### config.mk
export PLATFORM = sky130hd
export DESIGN_NAME = seg7_scan_driver
export DESIGN_NICKNAME = d
export VERILOG_FILES = /design/src/rtl/seg7_scan_driver.sv
export SDC_FILE = /design/constraint.sdc
export NUM_CORES = 1
export LEC_CHECK = 0
export CAP_MARGIN = 10
export CORE_MARGIN = 4
export CORE_UTILIZATION = 45
export DETAILED_ROUTE_END_ITERATION = 8
export GPL_ROUTABILITY_DRIVEN = 0
export HOLD_SLACK_MARGIN = 0.08
export PLACE_DENSITY = 0.71
export SETUP_SLACK_MARGIN = 0.02
export SLEW_MARGIN = 10
export SYNTH_ARGS = -nofsm -noshare
export SYNTH_HDL_FRONTEND = slang
export SYNTH_SLANG_ARGS = --single-unit
### constraint.sdc
create_clock -name basys_clk -period 2.1 [get_ports basys_clk]
set_input_delay 0.42 -clock basys_clk [delete_from_list [all_inputs] [get_ports basys_clk]]
set_output_delay 0.42 -clock basys_clk [all_outputs]
set_load 0.02 [all_outputs]
### src/rtl/seg7_scan_driver.sv
// Four-digit seven-segment scan driver.
// scan_clk is a slow square wave sampled as data; each synchronised rising
// edge advances the scanned digit. All outputs are registered, active-low.

// Per-digit decode and dark decision; one instance per display position.
module seg7_digit #(
  parameter int IDX = 0,
  parameter bit BLZ = 1'b0
) (
  input  logic [3:0] nib,
  input  logic       blank,
  input  logic       dp_en,
  input  logic       zero_up,   // this nibble and every higher one are zero
  output logic       dark,
  output logic [6:0] seg,
  output logic       dp
);

  // Digit 0 always shows, so a value of zero still displays "0".
  assign dark = blank | (BLZ && (IDX != 0) && zero_up);
  assign dp   = ~dp_en;

  // Hex to active-low segments, bit 0 = a ... bit 6 = g.
  always_comb begin
    seg = 7'b1111111;
    case (nib)
      4'h0: seg = 7'b1000000;
      4'h1: seg = 7'b1111001;
      4'h2: seg = 7'b0100100;
      4'h3: seg = 7'b0110000;
      4'h4: seg = 7'b0011001;
      4'h5: seg = 7'b0010010;
      4'h6: seg = 7'b0000010;
      4'h7: seg = 7'b1111000;
      4'h8: seg = 7'b0000000;
      4'h9: seg = 7'b0010000;
      4'hA: seg = 7'b0001000;
      4'hB: seg = 7'b0000011;
      4'hC: seg = 7'b1000110;
      4'hD: seg = 7'b0100001;
      4'hE: seg = 7'b0000110;
      4'hF: seg = 7'b0001110;
      default: seg = 7'b1111111;
    endcase
  end

endmodule

module seg7_scan_driver #(
  parameter int SYNC_STAGES         = 2,
  parameter bit BLANK_LEADING_ZEROS = 1'b0
) (
  input  logic        basys_clk,
  input  logic        rst_n,
  input  logic        scan_clk,
  input  logic [15:0] digits,
  input  logic [3:0]  dp_en,
  input  logic [3:0]  blank,
  output logic [3:0]  an,
  output logic [6:0]  seg,
  output logic        dp
);

  localparam int NUM_DIG = 4;

  if (SYNC_STAGES < 2 || SYNC_STAGES > 3) begin : g_bad_sync
    $error("SYNC_STAGES must be 2 or 3");
  end

  logic [SYNC_STAGES-1:0]       sync_q;
  logic                         hist_q;
  logic                         step;
  logic                         upd_q;
  logic [1:0]                   idx;
  logic [NUM_DIG-1:0][3:0]      nib;
  logic [NUM_DIG:0]             zero_above;
  logic [NUM_DIG-1:0]           dig_dark;
  logic [NUM_DIG-1:0]           dig_dp;
  logic [NUM_DIG-1:0][6:0]      dig_seg;

  assign nib  = digits;
  assign step = sync_q[SYNC_STAGES-1] & ~hist_q;

  // Synchroniser chain plus history flop for rising-edge detection.
  always_ff @(posedge basys_clk or negedge rst_n) begin
    if (!rst_n) begin
      sync_q <= '0;
      hist_q <= 1'b0;
    end else begin
      sync_q <= {sync_q[SYNC_STAGES-2:0], scan_clk};
      hist_q <= sync_q[SYNC_STAGES-1];
    end
  end

  // Scan index; reset to 3 so the first step lands on digit 0.
  // upd_q marks the cycle right after idx moves.
  always_ff @(posedge basys_clk or negedge rst_n) begin
    if (!rst_n) begin
      idx   <= 2'd3;
      upd_q <= 1'b0;
    end else begin
      upd_q <= step;
      if (step) idx <= idx + 2'd1;
    end
  end

  // Leading-zero chain: zero_above[i] is set when nibbles i..3 are all zero.
  always_comb begin
    zero_above          = '0;
    zero_above[NUM_DIG] = 1'b1;
    for (int i = NUM_DIG - 1; i >= 0; i--)
      zero_above[i] = zero_above[i+1] & (nib[i] == 4'd0);
  end

  for (genvar i = 0; i < NUM_DIG; i++) begin : g_dig
    seg7_digit #(
      .IDX (i),
      .BLZ (BLANK_LEADING_ZEROS)
    ) u_dig (
      .nib     (nib[i]),
      .blank   (blank[i]),
      .dp_en   (dp_en[i]),
      .zero_up (zero_above[i]),
      .dark    (dig_dark[i]),
      .seg     (dig_seg[i]),
      .dp      (dig_dp[i])
    );
  end

  // Output register: loads the selected digit once per slot, so input
  // changes mid-slot wait for the next slot.
  always_ff @(posedge basys_clk or negedge rst_n) begin
    if (!rst_n) begin
      an  <= 4'b1111;
      seg <= 7'b1111111;
      dp  <= 1'b1;
    end else if (upd_q) begin
      if (dig_dark[idx]) begin
        an  <= 4'b1111;
        seg <= 7'b1111111;
        dp  <= 1'b1;
      end else begin
        an  <= ~(4'b0001 << idx);
        seg <= dig_seg[idx];
        dp  <= dig_dp[idx];
      end
    end
  end

endmodule

==> impl_metrics.csv, run 1 <==
group,metric,value,unit
run_status,status,"completed",
floorplanning,fp.dieW,74.4,microns
placed_design,io_buffers,38,
final_layout,drive_above_1_share,30.1,%
worst_setup_path,arrival,2260,ps
floorplanning,die_h,74.4,microns
clock_network,cts_sinks,18,
power,p_int,1.28,mW
power,combPwrFrac,54.3,%
worst_setup_path,critPathTopFamily,"multiplexers",
final_layout,n_fill_cell,364,
clock_network,root_buffer,"clkbuf_8",
flow_run,maxCapViolCount,0,
floorplanning,io_pins,39,
clock_network,cts_buffer_depth,2,
global_routing,antenna_found_initial,0,
clock_network,insertion_delay,250,ps
synth,ys_seq_area_share,23.6,%
drt,drtIter0Drc,96,
final_layout,nets,346,
power,power,2.12,mW
drt,route.vias.total,1799,
global_routing,grt_max_degree,24,
final_layout,n_antenna_cell,0,
drt,drt-vias-per-instance,5.35,
synth,yosysWarnings,0,
synth,synth_edf_count,0,
power,clockPowerShare,13.4,%
synth,synth_top_area_share,20.2,%
worst_setup_path,cp_max_fo,5,
worst_setup_path,path_cells,"clkdlybuf4s50_1 > inv_1 > ha_1 > inv_1 > mux4_2 > mux2i_1 > o2111ai_2 > o21a_1",
min_path,hold_class,"register to register",
power,total_leakage_power,1.23,nW
power,sw_frac_of_total,39.6,%
sta,finalSetupViolCount,0,
sta,clock_skew,3.15,ps
placed_design,dp_hpwl,3.75,mm
power,ir_drop,0.463,mV
synth,yosysUniqueCellTypes,40,
synth,synth_fp_nets,273,
sta,finalHoldViolations,0,
worst_setup_path,endpoint_kind,"register",
worst_setup_path,crit_slowest_cell,"clkdlybuf4s50_1",
synth,ys_dominant_reg_cell,"dfstp_2",
worst_setup_path,critPathBufInv,3,
clock_network,post_cts_buffers,0,
worst_setup_path,required,2290,ps
floorplanning,coreArea,4140,sq um
global_routing,grt_pass1_vias,1672,
synth,syn_area,1980,sq um
synth,syn_area_per_cell,9.27,sq um
power,power_switching,0.837,mW
sta,clock.fmax,0.482,GHz
sta,rsz0062_at_grt,"true",
drt,wire_per_inst,13.8,microns
floorplanning,num_rows,23,
power,sequentialPowerShare,32.3,%
drt,first_pass_iters,4,
synth,synthTopCellsByArea,"ha_1 (20%), dfstp_2 (19%), mux2_2 (6.2%)",
clock_network,cts_htree_levels,1,
floorplanning,start_util,47.9,%
worst_setup_path,crit_type,"input pin to register",
floorplanning,die-area,5540,sq um
clock_network,clk_pin_slew,60,ps
final_layout,mostFrequentLayoutCells,"buf_4 (44), clkdlybuf4s50_1 (38), ha_1 (32)",
sta,fin_crit_sh,98.7,%
synth,postSynth.asyncResetShare,100,%
clock_network,tritoncts,"built",
synth,yosysTopAreaCell,"ha_1",
worst_setup_path,worst_setup_path_start_kind,"input pin",
global_routing,grt_pass1_wl,7.87,mm
worst_setup_path,path_common_cell,"inv_1",
sta,final_max_slew_viol_count,0,
sta,timing.hold.ws,349,ps
drt,wirelength,4.65,mm
final_layout,synthToLayoutAreaGrowth,38.5,%
drt,drtAntennaViolNets,0,
drt,route.detailed.drc,0,
clock_network,cts_buffers,3,
worst_setup_path,slowest_delay,480,ps
global_routing,overflow,0,
global_routing,grt_usage,17.8,%
sta,slew_headroom,74.6,%
power,power_density,770,nW/um^2
final_layout,final_common_cell,"buf_4",
synth,syn_inst,214,
sta,tightest_slew,380,ps
synth,yosys_register_bits,18,
sta,period_minus_slack,2070,ps
## routing by layer
layer  vias up  share of wire [%]  wire [microns]  global-route usage (%)
met5         -                  0               0                       0
met4         0               0.86              40                    3.75
met3         5                4.9             229                    2.43
met2        39                 48            2210                    28.8
met1       838                 47            2170                    25.3
li1        917                  -               -                       -
## what timing repair did
| action | CTS | global route |
|---|---|---|
| endpoints found under the hold margin | 0 | 0 |
| endpoints found under the setup margin | 0 | 2 |
| resized for setup | 0 | 4 |
| hold buffers | 0 | 0 |
## area by class of cell
cell class	count	area (sq um)	area share, %
flip-flops and latches	18	468	17.0
repair buffers	82	711	25.9
clock buffers	4	55.1	2.00
well taps	50	62.6	2.28
inverters	14	52.6	1.91
multi-input cells	168	1400	50.9
## cells in the mapped netlist, types with 3 or more instances
cell and instances:
mux4_2 4, o2111ai_1 3, nor2b_1 9, nor3_1 7, inv_1 13, nor2_1 21, dfstp_2 14, clkbuf_1 4
mux2_2 11, o21ai_0 10, a31oi_1 6, a21oi_1 11, a221oi_1 4, ha_1 32, buf_2 6, nand3_1 3
a211oi_1 7, mux2i_1 6, nand2_1 8, dfrtp_1 4
## through the flow
| step | area (sq um) | TNS (ps) | setup WS [ps] | utilization, % | instances |
|---|---|---|---|---|---|
| global route | 2750 | -21.9 | -21.9 | 66.3 | 336 |
| global placement | 2680 | -591 | -153 | 64.6 | 332 |
| floorplan | 1980 | 0 | 391 | - | 214 |
| CTS | 2730 | 0 | 30.9 | 65.9 | 336 |
| detailed placement | 2680 | -792 | -227 | 64.6 | 332 |
| finish | 2750 | 0 | 26.3 | 66.3 | 336 |
## worst paths after layout
check | startpoint | end | slack, ps | cells after the start
max reg2reg | idx[1]$_DFFE_PN1P_ | seg[1]$_DFFE_PN1P_ | 430 | 4
max in group asynchronous | rst_n | seg[3]$_DFFE_PN1P_ | 1120 | 2
min in group asynchronous | rst_n | hist_q$_DFF_PN0_ | 430 | 1
max | digits[5] | seg[3]$_DFFE_PN1P_ | 30 | 8
min reg2reg | sync_q[0]$_DFF_PN0_ | sync_q[1]$_DFF_PN0_ | 350 | 0
min | sync_q[0]$_DFF_PN0_ | sync_q[1]$_DFF_PN0_ | 350 | 0
## state kept, by name, indices dropped and copies added, names as in the netlist
| name | cells |
|---|---|
| seg | 7 |
| an | 4 |
| idx | 2 |
| sync_q | 2 |
| dp | 1 |
| hist_q | 1 |
| upd_q | 1 |
## kinds of logic after synthesis
logic type                 count (synthesis)  share of synthesized area, %
AOI/OAI and AO/OA                         58                          20.3
and+or+nand+nor                           52                          12.2
adders and majority gates                 32                          20.2
buffers and inverters                     28                          6.81
muxes                                     25                          16.5
DFF                                       18                          23.6
xor gates and xnor gates                   1                         0.441
## power by group through the flow
stage | Combinational [mW] | Sequential (mW) | Clock [mW]
finish | 1.15 | 0.683 | 0.283
global route | 1.27 | 0.704 | 0.303
CTS | 1.14 | 0.682 | 0.286
detailed placement | 1.13 | 0.687 | 0
global placement | 1.12 | 0.682 | 0
floorplan | 0.595 | 0.759 | 0
(Power assumes the default switching activity.)
==> inputs of run 2 (changes only) <==
CTS_CLUSTER_SIZE = 8   (was default)
==> results of run 2 <==
Final layout, timing and power as in run 1 (identical DEF).
